[src/rtl/dmem_responder_pkg.sv]
// Shared definitions for the data-memory responder and the memory stage.
// State encoding, access size codes and SRAM latency bounds.
package dmem_defs;

   localparam int LAT_MIN = 1;
   localparam int LAT_MAX = 7;
   localparam int CNT_W   = $clog2(LAT_MAX + 1);

   typedef enum logic [1:0] {
      ST_IDLE,
      ST_ISSUE,
      ST_WAIT,
      ST_DONE
   } state_t;

   localparam logic [1:0] SZ_BYTE = 2'b00;
   localparam logic [1:0] SZ_HALF = 2'b01;
   localparam logic [1:0] SZ_WORD = 2'b10;
   localparam logic [1:0] SZ_RSVD = 2'b11;

   typedef struct packed {
      logic        we;
      logic [0:31] addr;
      logic [0:31] wdata;
      logic [0:2]  info;
   } dmem_req_t;

   function automatic logic misaligned(
      input logic [0:1] size,
      input logic [0:1] lane
   );
      logic bad;
      case (size)
         SZ_BYTE: bad = 1'b0;
         SZ_HALF: bad = lane[1];
         SZ_WORD: bad = (lane != 2'b00);
         default: bad = 1'b1;
      endcase
      return bad;
   endfunction

endpackage

[src/rtl/dmem_lane_align.sv]
// Big-endian byte-lane steering: byte enables, store replication
// and load extraction with sign/zero extension.
module dmem_lane_align
   import dmem_defs::*;
(
   input  logic [0:1]  size,
   input  logic        uns,
   input  logic [0:1]  lane,
   input  logic [0:31] wdata,
   input  logic [0:31] word,
   output logic [0:3]  be,
   output logic [0:31] wdata_rep,
   output logic [0:31] rdata_ext
);

   logic [0:7]  rbyte;
   logic [0:15] rhalf;

   always_comb begin
      rbyte = word[0:7];
      unique case (lane)
         2'd0: rbyte = word[0:7];
         2'd1: rbyte = word[8:15];
         2'd2: rbyte = word[16:23];
         2'd3: rbyte = word[24:31];
      endcase
      rhalf = lane[0] ? word[16:31] : word[0:15];
   end

   always_comb begin
      be        = '0;
      wdata_rep = '0;
      rdata_ext = word;
      unique case (size)
         SZ_BYTE: begin
            be        = 4'b1000 >> lane;
            wdata_rep = {4{wdata[24:31]}};
            rdata_ext = uns ? {24'h0, rbyte}
                            : {{24{rbyte[0]}}, rbyte};
         end
         SZ_HALF: begin
            be        = lane[0] ? 4'b0011 : 4'b1100;
            wdata_rep = {2{wdata[16:31]}};
            rdata_ext = uns ? {16'h0, rhalf}
                            : {{16{rhalf[0]}}, rhalf};
         end
         SZ_WORD: begin
            be        = 4'b1111;
            wdata_rep = wdata;
         end
         default: ;
      endcase
   end

endmodule

[src/rtl/dmem_responder.sv]
// Memory-stage data responder: one SRAM access per request with a
// fixed read latency, misalignment trap and pipeline stall.
module dmem_responder
   import dmem_defs::*;
#(
   parameter int LATENCY = 2
) (
   input  logic        clk,
   input  logic        reset,
   input  logic        req,
   input  logic        we,
   input  logic [0:31] addr,
   input  logic [0:31] wdata,
   input  logic [0:2]  dmem_info,
   output logic [0:31] rdata,
   output logic        done,
   output logic        misalign,
   output logic        reg_lock,
   output logic        sram_en,
   output logic        sram_we,
   output logic [0:29] sram_addr,
   output logic [0:3]  sram_be,
   output logic [0:31] sram_wdata,
   input  logic [0:31] sram_rdata
);

   state_t           state;
   dmem_req_t        cur;
   logic [CNT_W-1:0] cnt;
   logic             err;
   logic [0:3]       be;
   logic [0:31]      wrep;
   logic [0:31]      rext;

   dmem_lane_align u_align (
      .size      (cur.info[0:1]),
      .uns       (cur.info[2]),
      .lane      (cur.addr[30:31]),
      .wdata     (cur.wdata),
      .word      (sram_rdata),
      .be        (be),
      .wdata_rep (wrep),
      .rdata_ext (rext)
   );

   always_ff @(posedge clk) begin
      if (reset) begin
         state   <= ST_IDLE;
         cnt     <= '0;
         err     <= 1'b0;
         rdata   <= '0;
         done    <= 1'b0;
         sram_en <= 1'b0;
      end else begin
         done    <= 1'b0;
         sram_en <= 1'b0;
         unique case (state)
            ST_IDLE: begin
               if (req) begin
                  cur <= '{we, addr, wdata, dmem_info};
                  if (misaligned(dmem_info[0:1], addr[30:31])) begin
                     err   <= 1'b1;
                     done  <= 1'b1;
                     rdata <= '0;
                     state <= ST_DONE;
                  end else begin
                     err     <= 1'b0;
                     sram_en <= 1'b1;
                     state   <= ST_ISSUE;
                  end
               end
            end
            ST_ISSUE: begin
               if (cur.we) begin
                  done  <= 1'b1;
                  rdata <= '0;
                  state <= ST_DONE;
               end else begin
                  cnt   <= CNT_W'(LATENCY);
                  state <= ST_WAIT;
               end
            end
            ST_WAIT: begin
               cnt <= cnt - 1'b1;
               // sram_rdata is valid on the cycle the count hits 1
               if (cnt == CNT_W'(1)) begin
                  rdata <= rext;
                  done  <= 1'b1;
                  state <= ST_DONE;
               end
            end
            ST_DONE: state <= ST_IDLE;
         endcase
      end
   end

   assign misalign   = done & err;
   assign sram_we    = sram_en & cur.we;
   assign sram_addr  = cur.addr[0:29];
   assign sram_be    = sram_en ? be : '0;
   assign sram_wdata = sram_en ? wrep : '0;

   always_comb begin
      reg_lock = 1'b0;
      unique case (state)
         ST_IDLE:  reg_lock = req;
         ST_ISSUE: reg_lock = 1'b1;
         ST_WAIT:  reg_lock = 1'b1;
         ST_DONE:  reg_lock = 1'b0;
      endcase
   end

endmodule

[config.mk]
export PLATFORM = sky130hd
export DESIGN_NAME = dmem_responder
export DESIGN_NICKNAME = d
export VERILOG_FILES = /design/src/rtl/dmem_responder_pkg.sv /design/src/rtl/dmem_lane_align.sv /design/src/rtl/dmem_responder.sv
export SDC_FILE = /design/constraint.sdc
export NUM_CORES = 1
export LEC_CHECK = 0
export ABC_AREA = 1
export BUFFER_PORTS_ARGS = -buffer_cell sky130_fd_sc_hd__buf_4
export CORE_MARGIN = 4
export CORE_UTILIZATION = 49
export DETAILED_ROUTE_END_ITERATION = 8
export PLACE_DENSITY = 0.78
export SETUP_SLACK_MARGIN = 0.3
export SLEW_MARGIN = 25
export SYNTH_ARGS = -nofsm -noshare
export SYNTH_HDL_FRONTEND = slang
export SYNTH_SLANG_ARGS = --single-unit
[constraint.sdc]
create_clock -name clk -period 4.78 [get_ports clk]
set_input_delay 0.239 -clock clk [delete_from_list [all_inputs] [get_ports clk]]
set_output_delay 0.239 -clock clk [all_outputs]
set_load 0.02 [all_outputs]
==> impl_metrics.ini <==
[sta]
hold_viol = 0
max_slew_margin = 0.407
drv_slew = 0
fin_tns_setup_ns = 0
rsz0062_at_grt = no
finalSetupViolations = 0
timing.final.crit_share = 0.637
clock_skew_ns = 0.0118
post-route-min-period_ns = 3.04
tightest_slew_ns = 0.888
maxClockFrequency_mhz = 329

[logic_synthesis]
syn_nets = 683
avgSynthCellArea_um2 = 8.89
synthCells = 574
syn_area_um2 = 5100
ys_seq_elements = 108
yosys_warnings = 0
synth_cell_types = 33
ys_seq_area_frac = 0.557

[clocking]
ctsResizeCount = 0
clk_pin_slew_ns = 0.10
postCtsSetupBuffers = 0
cts_num_sinks = 108
cts_buffers = 9
cts_tree = built
cts_root_buf = clkbuf_8
holdBufCountCts = 0
h-tree-depth = 3
clk_path_buf_depth = 2
clkLatencyLatePin_ns = 0.37

[routing]
drt-total-wl_mm = 14.5
viasPerCell = 5.08
ant_nets = 0
vias = 4473
wl_per_cell_um = 16.5
dr.pass1.iters = 5
drc_errors = 0
drt_iter0_drc = 247

[worst_setup_path]
criticalPathCategory = reg2out
critPathTopFamily = simple AND/OR/NAND/NOR gates
required_ns = 4.54
crit_path_top_delay_cell = nor2_2
cp_num_buf_inv = 3
path_max_fanout = 29
crit_path_cell_trace = inv_1, nor2_2, nand2_1, nand3_1, nand2_1, inv_1, buf_4
worstPathArrival_ns = 2.80
cp_slowest_stage_delay_ns = 0.73
cp-start-kind = flip-flop
end_kind = output port

[power]
peakVddDrop_uv = 245
p_leak_nw = 3.03
report.power.total_w = 0.00265
p_per_area_nw_per_um2 = 394

[floorplanning]
num_rows = 36
die_y_um = 110
die_area_um2 = 12100
core_area_um2 = 9950
io_pins = 206
start_util = 0.513
die_x_um = 110

[grt]
track_usage = 0.242
antenna_found_initial = 0
gr-total-overflow = 0
grt_pass1_vias = 4508
grt_max_degree = 70
grt_pass1_wl_mm = 22.1

[job]
cap_violations = 0

[placed_design]
placed_area_um2 = 6500
io_buffers = 205
dp_hpwl_mm = 11.2
place_congestion = 0.944

[layout]
regArea_um2 = 2840
layout-drive-gt1-share = 0.346
final_cell_area_um2 = 6720
multiInputGateArea_um2 = 1760
nets = 852
num-fill-cells = 815
insertedDiodeCount = 0
synthToLayoutAreaGrowth_pct = 31.7

[min_path]
hold_path_class = in2reg

[status]
status = finished, final reports clean
synth_stat cells:
| cell type | number | share of area |
|---|---|---|
| a21oi_1 | 44 | 0.043 |
| a21oi_2 | 10 | 0.017 |
| a21oi_4 | 1 | 0.0032 |
| a31oi_1 | 2 | 0.0025 |
| and2_1 | 1 | 0.0012 |
| buf_2 | 3 | 0.0029 |
| buf_4 | 32 | 0.047 |
| buf_6 | 1 | 0.0022 |
| buf_8 | 1 | 0.0029 |
| clkbuf_1 | 11 | 0.0081 |
| clkinv_1 | 1 | 0.00073 |
| dfxtp_1 | 40 | 0.16 |
| edfxtp_1 | 68 | 0.40 |
| ha_1 | 6 | 0.015 |
| inv_1 | 47 | 0.035 |
| inv_2 | 2 | 0.0015 |
| inv_4 | 1 | 0.0012 |
| nand2_1 | 165 | 0.12 |
| nand2_2 | 10 | 0.012 |
| nand3_1 | 35 | 0.034 |
| nand3_2 | 2 | 0.0039 |
| nand3_4 | 2 | 0.0069 |
| nor2_1 | 62 | 0.046 |
| nor2_2 | 3 | 0.0037 |
| nor2_4 | 2 | 0.0044 |
| nor2_8 | 1 | 0.0039 |
| nor3_1 | 1 | 0.00098 |
| nor3_2 | 1 | 0.0020 |
| nor3b_1 | 1 | 0.0015 |
| o21ai_0 | 9 | 0.0088 |
| o21ai_1 | 7 | 0.0069 |
| o21bai_1 | 1 | 0.0015 |
| xnor2_1 | 1 | 0.0017 |
worst reg2reg max path: cells and delay by family, from the launching register on:
family / cells / cell delay (ns)
buffers and inverters: 2 / 0.41
and+or+nand+nor: 4 / 0.68
DFF: 1 / 0.39
AOI/OAI and AO/OA: 2 / 0.26
adders and majority gates: 1 / 0.28
power breakdown:
| part | switching (W) | total [W] | internal [W] | leakage (nW) |
|---|---|---|---|---|
| logic | 0.000525 | 0.000823 | 0.000298 | 1.98 |
| registers | 0.0000759 | 0.00121 | 0.00114 | 0.952 |
| clock network | 0.000313 | 0.000608 | 0.000296 | 0.102 |
| total | 0.000913 | 0.00265 | 0.00173 | 3.03 |
cells in the final DEF (no fill, tap or decap), types with 2 or more instances in the layout:
cell	instances
nand2_2	11
o21ai_0	9
inv_2	2
a21oi_2	10
nand3_4	2
bufinv_16	2
clkbuf_8	9
buf_4	206
nor2_2	4
a21oi_1	44
o21ai_1	7
nand3_2	2
ha_1	6
nor2_4	3
nand2_1	164
a31oi_1	2
nand3_1	35
edfxtp_1	68
nor2_1	60
clkinvlp_4	2
inv_1	47
dfxtp_1	40
sequential cells by signal, summed over array words and instances (netlist names):
register / count
rdata: 32
state: 2
err: 1
sram_addr: 30
cur: 38
cnt: 3
done: 1
sram_en: 1
cell families (layout without fill, tap and decap cells):
| family | after synthesis | after routing | share of synthesized area |
|---|---|---|---|
| AND/OR/NAND/NOR | 286 | 286 | 0.242 |
| adder cells (fa/ha/maj) | 6 | 6 | 0.0147 |
| XOR/XNOR | 1 | 1 | 0.00172 |
| AO/OA/AOI/OAI | 74 | 74 | 0.0831 |
| buffers and inverters | 99 | 273 | 0.101 |
| flip-flops | 108 | 108 | 0.557 |
area by class of cell:
| class | count | area share |
|---|---|---|
| sequential | 108 | 0.423 |
| inverter | 51 | 0.0289 |
| timing repair buffer | 206 | 0.230 |
| multi-input combinational | 367 | 0.261 |
| clock buffer | 10 | 0.0190 |
| clock inverter | 6 | 0.0132 |
| tap | 133 | 0.0248 |
path summary, 6_finish.rpt:
| check | cells after the start | endpoint | from | slack (ns) |
|---|---|---|---|---|
| worst min register to register | 2 | rdata[27] | rdata[27] | 0.47 |
| worst max register to register | 9 | rdata[30] | state[0] | 2.70 |
| worst min-delay path | 1 | sram_addr[25] | addr[25] | 0.04 |
| worst max-delay path | 7 | sram_wdata[2] | cur[2] | 1.74 |
stage by stage:
step                      hold WS (ns)  std cells   util  worst slack (ns)
final                           0.0386        881  0.675              1.74
after global routing            0.0124        881  0.675              1.51
after CTS                       0.0232        881  0.675              1.69
after detailed placement         0.418        865  0.653              2.11
after global placement           0.417        865  0.653              1.93
after floorplan                  0.338        574      -             0.695
metal layers:
metal	up-vias	routed length, um	GRT usage
li1	2161	-	-
met1	2038	5430	0.269
met2	237	6950	0.412
met3	37	1660	0.0844
met4	0	505	0.116
met5	-	0	0
No activity file was read; power rests on OpenSTA's default activity.
